## src/rtl/cipher_sequencer.sv

```systemverilog
// Sequencer for the bus-based string cipher: walks memory element by element, transforming in place.
// Optional abort input enabled by defining CIPHER_SEQUENCER_ABORT_EN.
module cipher_sequencer #(
  parameter int DEPTH    = 16,
  parameter int ADDR_W   = 4,
  parameter int DATA_W   = 8,
  parameter int ROUNDS_W = 2
) (
  input  logic                clock,
  input  logic                reset_n,
  input  logic                start,
  input  logic                mode,
  input  logic [ROUNDS_W-1:0] rounds,
  input  logic [DATA_W-1:0]   mem_rdata,
`ifdef CIPHER_SEQUENCER_ABORT_EN
  input  logic                abort,
`endif
  output logic                busy,
  output logic                done,
  output logic [ADDR_W-1:0]   index,
  output logic [ADDR_W:0]     length,
  output logic                decrypt_sel,
  output logic                index_drive,
  output logic                address_write,
  output logic                memory_drive,
  output logic                memory_write,
  output logic                element_write,
  output logic                element_drive
);

  localparam logic [2:0] S_IDLE     = 3'd0;
  localparam logic [2:0] S_ADDR     = 3'd1;
  localparam logic [2:0] S_CHECK    = 3'd2;
  localparam logic [2:0] S_XFORM    = 3'd3;
  localparam logic [2:0] S_INCR     = 3'd4;
  localparam logic [2:0] S_PASS_END = 3'd5;
  localparam logic [2:0] S_DONE     = 3'd6;

  localparam logic [ADDR_W-1:0] LAST_INDEX = ADDR_W'(DEPTH - 1);

  logic [2:0]          state;
  logic [2:0]          state_nxt;
  logic [ROUNDS_W-1:0] rounds_q;
  logic [ROUNDS_W-1:0] pass_cnt;
  logic                abort_hit;

`ifdef CIPHER_SEQUENCER_ABORT_EN
  // DONE is excluded so a run that already finished still reports completion.
  assign abort_hit = abort && (state != S_IDLE) && (state != S_DONE);
`else
  assign abort_hit = 1'b0;
`endif

  always_comb begin
    state_nxt = state;
    case (state)
      S_IDLE:     if (start) state_nxt = S_ADDR;
      S_ADDR:     state_nxt = S_CHECK;
      S_CHECK:    state_nxt = (mem_rdata == '0) ? S_PASS_END : S_XFORM;
      S_XFORM:    state_nxt = S_INCR;
      S_INCR:     state_nxt = (index == LAST_INDEX) ? S_PASS_END : S_ADDR;
      S_PASS_END: state_nxt = (pass_cnt == rounds_q) ? S_DONE : S_ADDR;
      S_DONE:     state_nxt = S_IDLE;
      default:    state_nxt = S_IDLE;
    endcase
    if (abort_hit) state_nxt = S_IDLE;
  end

  always_ff @(posedge clock or negedge reset_n) begin
    if (!reset_n) begin
      state       <= S_IDLE;
      index       <= '0;
      length      <= '0;
      pass_cnt    <= '0;
      rounds_q    <= '0;
      decrypt_sel <= 1'b0;
    end else begin
      state <= state_nxt;
      case (state)
        S_IDLE: begin
          if (start) begin
            decrypt_sel <= mode;
            rounds_q    <= rounds;
            index       <= '0;
            length      <= '0;
            pass_cnt    <= '0;
          end
        end
        // The write-back happens in this cycle regardless of abort, so count it.
        S_XFORM: length <= length + 1'b1;
        S_INCR: begin
          if (!abort_hit && (index != LAST_INDEX)) index <= index + 1'b1;
        end
        S_PASS_END: begin
          if (!abort_hit && (pass_cnt != rounds_q)) begin
            pass_cnt <= pass_cnt + 1'b1;
            index    <= '0;
            length   <= '0;
          end
        end
        default: ;
      endcase
    end
  end

  always_comb begin
    busy          = (state != S_IDLE);
    done          = (state == S_DONE);
    index_drive   = (state == S_ADDR);
    address_write = (state == S_ADDR);
    memory_drive  = (state == S_CHECK) || (state == S_XFORM);
    memory_write  = (state == S_XFORM);
    element_write = (state == S_XFORM);
    element_drive = (state == S_XFORM);
  end

endmodule

```

## config.mk

```make
export PLATFORM = sky130hd
export DESIGN_NAME = cipher_sequencer
export DESIGN_NICKNAME = d
export VERILOG_FILES = /design/src/rtl/cipher_sequencer.sv
export SDC_FILE = /design/constraint.sdc
export NUM_CORES = 1
export LEC_CHECK = 0
export CORE_ASPECT_RATIO = 1.25
export CORE_UTILIZATION = 50
export CTS_CLUSTER_SIZE = 25
export DETAILED_ROUTE_END_ITERATION = 8
export PLACE_DENSITY_LB_ADDON = 0.3
export SKIP_LAST_GASP = 1
export SYNTH_ARGS = -nofsm -noshare
export SYNTH_HDL_FRONTEND = slang
export SYNTH_SLANG_ARGS = --single-unit
```

## constraint.sdc

```tcl
create_clock -name clock -period 3.1 [get_ports clock]
set_input_delay 0.465 -clock clock [delete_from_list [all_inputs] [get_ports clock]]
set_output_delay 0.465 -clock clock [all_outputs]
set_load 0.005 [all_outputs]
```

Word level (Yosys, flattened, before mapping)

Cells that the tools add are included.

Register bits after elaboration: 17
Output and inout bits: 18
Word-level logic and storage cells: 48

Add/subtract/negate cells: 3
Eq/ne operators: 13
Multiplexer cells: 15
Reductions and logical operators: 11

Operator list:

| operator            | count |
|---|---|
| $pmux 3 s6          | 1 |
| $pmux 5 s3          | 1 |
| $mux 3              | 4 |
| $mux 4              | 3 |
| $pmux 4 s3          | 1 |
| $mux 5              | 2 |
| $eq 3x3->1 const B  | 3 |
| $reduce_bool 3->1   | 3 |
| $logic_not 8->1     | 1 |
| $eq 3x2->1 const B  | 2 |
| $ne 2x2->1 const B  | 3 |
| $reduce_and 3->1    | 2 |
| $add 5x1->5 const B | 1 |
| $add 4x1->4 const B | 1 |
| $eq 4x4->1 const B  | 1 |
| $mux 2              | 2 |
| $ne 4x4->1 const B  | 1 |
| $pmux 2 s2          | 1 |
| $reduce_and 4->1    | 1 |
| $eq 3x1->1 const B  | 1 |
| $logic_not 3->1     | 1 |
| $add 2x1->2 const B | 1 |
| $eq 2x2->1          | 1 |
| $ne 2x2->1          | 1 |
| other kinds (3)     | 3 |

Logic depth before layout (Yosys ltp)

Word-level depth: 3
Depth in mapped cells: 5
Mapped depth without buffers: 5

Worst setup path after synthesis

Ideal clock, no wire load.

Path type: register to output
From: register state[0]
To: output port index_drive
Arrival time: 1249 ps
Path slack: 1386 ps
Stages on the path, launching flop included: 5
Cell sequence: dfrtp_1 > clkbuf_1 > inv_1 > nor3_1 > buf_4

Longest elaborated chain between the ends: 1

Ends and longest elaborated chain:

| element                  | line | text |
|---|---|---|
| start: declaration       | 41   | `logic [2:0] state;` |
| start signal: assignment | 78   | `state <= state_nxt;` |
| $eq 3x1->1               | -    |  |
| end: declaration         | 23   | `output logic index_drive,` |

No other way between the ends.

Final worst setup path

From: register state[2]
To: output port memory_write

Longest elaborated chain between the ends: 1

Ends and longest elaborated chain:

| element          | line | text |
|---|---|---|
| $eq 3x2->1       | 112  | `memory_write = (state == S_XFORM);` |
| end: declaration | 26   | `output logic memory_write,` |

No other way between the ends.

==> results.ini <==
[pwr]
p_leak_nw=0.5720
peakVddDrop_mv=0.5981
cellPowerDensity_nw_per_um2=851.8

[grt]
grt_first_pass_wirelength_um=4029
gr-total-overflow=0
initial_antenna_violation_count=0
grtUsageTotal=0.2341
grt_max_degree=22
grt_pass1_vias=898

[run]
maxCapViolations=0

[synth]
synth_cell_types=38
synth_area_sq_um=1091
yosys_register_bits=17
synthArstFlopShare=1.000
netlist_instances=116
synthesis.area_per_instance_sq_um=9.406
synth-seq-area-share=0.3899
post-synth-top-area-cell=sky130_fd_sc_hd__dfrtp_1
yosysTopAreaCellShare=0.3899
synth.yosys.warnings=0
most_instantiated_flip_flop_cell_in_the_synthesis_netlist=sky130_fd_sc_hd__dfrtp_1
synth_nets=132
synth_edf_count=0
synth.top_cells.by_area=sky130_fd_sc_hd__dfrtp_1, sky130_fd_sc_hd__a21oi_1, sky130_fd_sc_hd__nand3_1, sky130_fd_sc_hd__mux2_2, sky130_fd_sc_hd__o21ai_0

[cts]
cts_setup_buffers=0
h-tree-depth=1
cts.sinks=17
post_cts_hold_buffer_count=0
clk_transition_reported_paths_ns=0.10
worstSkewPairLatency_ns=0.30
cts_tree=yes
maximum_clock_insertion_buffer_count=2
clock-root-buffer=sky130_fd_sc_hd__clkbuf_4
tritoncts.num_buffers=3
postCtsResizedCells=0

[place]
place_ws_ns=0.9379
place.detailed.hpwl_um=1850
placement.io_buffers=31
place_area_sq_um=1385
routabilityCongestion=0.7825

[outcome]
status=finished, violations left
violations=DRC

[finish]
most_common_cell_after_layout_fill_and_taps_aside=sky130_fd_sc_hd__clkdlybuf4s50_1
syn2layout_area_growth_pct=29.36
layout.nets=161
final_layout_size_suffix_gt1_frac=0.09722
most_frequent_cells_in_the_layout=sky130_fd_sc_hd__clkdlybuf4s50_1, sky130_fd_sc_hd__dfrtp_1, sky130_fd_sc_hd__a21oi_1, sky130_fd_sc_hd__nand3_1, sky130_fd_sc_hd__nand2_1
antenna_cells_inserted=0
post-route-cell-area_sq_um=1411

[drt]
wl_met3_um=65
drt_pass1_iterations=6
wl_met1_um=977
postRouteAntennaNets=0
wire_per_inst_um=14.69
first_iter_violations=12
topmost_layer_with_routed_signal_wires=met4
detailed_route_drc_error_count=3
routed_met2_length_um=1322
detail_route.vias_per_cell=5.927
routed-via-count=972
routed_wirelength_um=2409

[sta]
max_slew_violation_total_from_the_final_report=0
rsz0062_at_grt=false
worst-slew-pin-transition_ns=0.7803
timing.final.crit_share=0.7866
final_setup_skew_ns=0.006175
finalWorstPathRequiredPeriod_ns=2.438
final-setup-viol-count=0
timing.max_slew.rel_slack=0.4782
total_negative_setup_slacks_ns=0
achievable-frequency_mhz=410.1
hold_violations=0
timing.final.ws_setup_ns=0.6617

[floorplan]
core_footprint_sq_um=2027
io-pin-count=32
die_height_um=54.23
row_count=18
dieArea_sq_um=2374
initial_core_util=0.5383
die_w_um=43.78

[setup_path]
crit_chain=nor2b_1 -> nand2_1 -> inv_1 -> clkdlybuf4s50_1
path_delay_family=buffers and inverters
critical_path_buf_inv_count=2
critical-path-slowest-cell=sky130_fd_sc_hd__dfrtp_1
worst-path-max-fanout=21
arrival_time_of_the_worst_setup_path_ns=1.97
crit_path_max_incr_delay_ns=0.62
kind_of_launch_point_of_the_worst_setup_path=flop
critPathKind=flop to output port
cp_data_required_time_ns=2.63
crit_path_end_kind=output port

[worst_hold_path]
min_path_type=flop to flop

==> layer usage <==
layer / vias up / global-route usage
met3: 5 / 0.03960
li1: 480 / -
met2: 17 / 0.4229
met1: 470 / 0.2683
met4: 0 / 0.1094
met5: - / 0
==> cell families (layout without fill, tap and decap cells) <==
kind of cell             after synthesis  count (layout)  synth area share
XOR/XNOR                               2               2           0.04014
buffers and inverters                 13              41           0.05848
multiplexers                           4               4           0.04128
flip-flops                            17              17            0.3899
adder cells (fa/ha/maj)                2               2           0.02293
AO/OA/AOI/OAI                         35              35            0.2282
AND/OR/NAND/NOR                       43              43            0.2190
==> registers in the layout, summed over array words and instances (netlist names) <==
register,flops
length,5
index,4
state,3
pass_cnt,2
rounds_q,2
decrypt_sel,1
==> final cells by class <==
class | count | area (sq um)
fill | 151 | 615.6
multi-input combinational | 86 | 601.8
sequential | 17 | 425.4
timing repair buffer | 31 | 310.3
clock buffer | 4 | 26.28
tap | 20 | 25.02
inverter | 6 | 22.52
==> synthesized netlist by cell type, types with 3 or more instances <==
| cell | number |
|---|---|
| sky130_fd_sc_hd__a211o_1 | 3 |
| sky130_fd_sc_hd__a21oi_1 | 11 |
| sky130_fd_sc_hd__and2_1 | 3 |
| sky130_fd_sc_hd__buf_2 | 3 |
| sky130_fd_sc_hd__buf_4 | 3 |
| sky130_fd_sc_hd__dfrtp_1 | 17 |
| sky130_fd_sc_hd__inv_1 | 6 |
| sky130_fd_sc_hd__mux2_2 | 4 |
| sky130_fd_sc_hd__nand2_1 | 8 |
| sky130_fd_sc_hd__nand3_1 | 10 |
| sky130_fd_sc_hd__nor2_1 | 7 |
| sky130_fd_sc_hd__nor2b_1 | 3 |
| sky130_fd_sc_hd__o21ai_0 | 6 |
| sky130_fd_sc_hd__o221ai_1 | 3 |
==> final timing paths <==
path                              from      endpoint  slack [ns]  cells past startpoint
max                           state[2]  memory_write        0.66                      4
min                        decrypt_sel   decrypt_sel        0.52                      1
max reg2reg                   state[2]      index[0]        1.20                      4
min reg2reg                decrypt_sel   decrypt_sel        0.52                      1
max in group asynchronous      reset_n   decrypt_sel        2.00                      1
min in group asynchronous      reset_n     length[3]        0.61                      1
==> where the power goes <==
group	switching (mW)	internal (mW)	leakage, nW
Combinational	0.285	0.336	0.333
Sequential	0.160	0.297	0.224
Clock	0.0740	0.0502	0.0150
Total	0.519	0.684	0.572
==> per-stage QoR <==
stage	std cells	hold slack, ns	total power [mW]	util
after CTS	164	0.5184	1.206	0.6963
final	164	0.5167	1.202	0.6963
after detailed placement	160	0.5003	1.083	0.6833
after floorplan	116	0.1694	0.8346	-
after global routing	164	0.5229	1.298	0.6963
after global placement	160	0.5014	1.057	0.6833
Note: power is estimated with default switching activity, not from simulation.
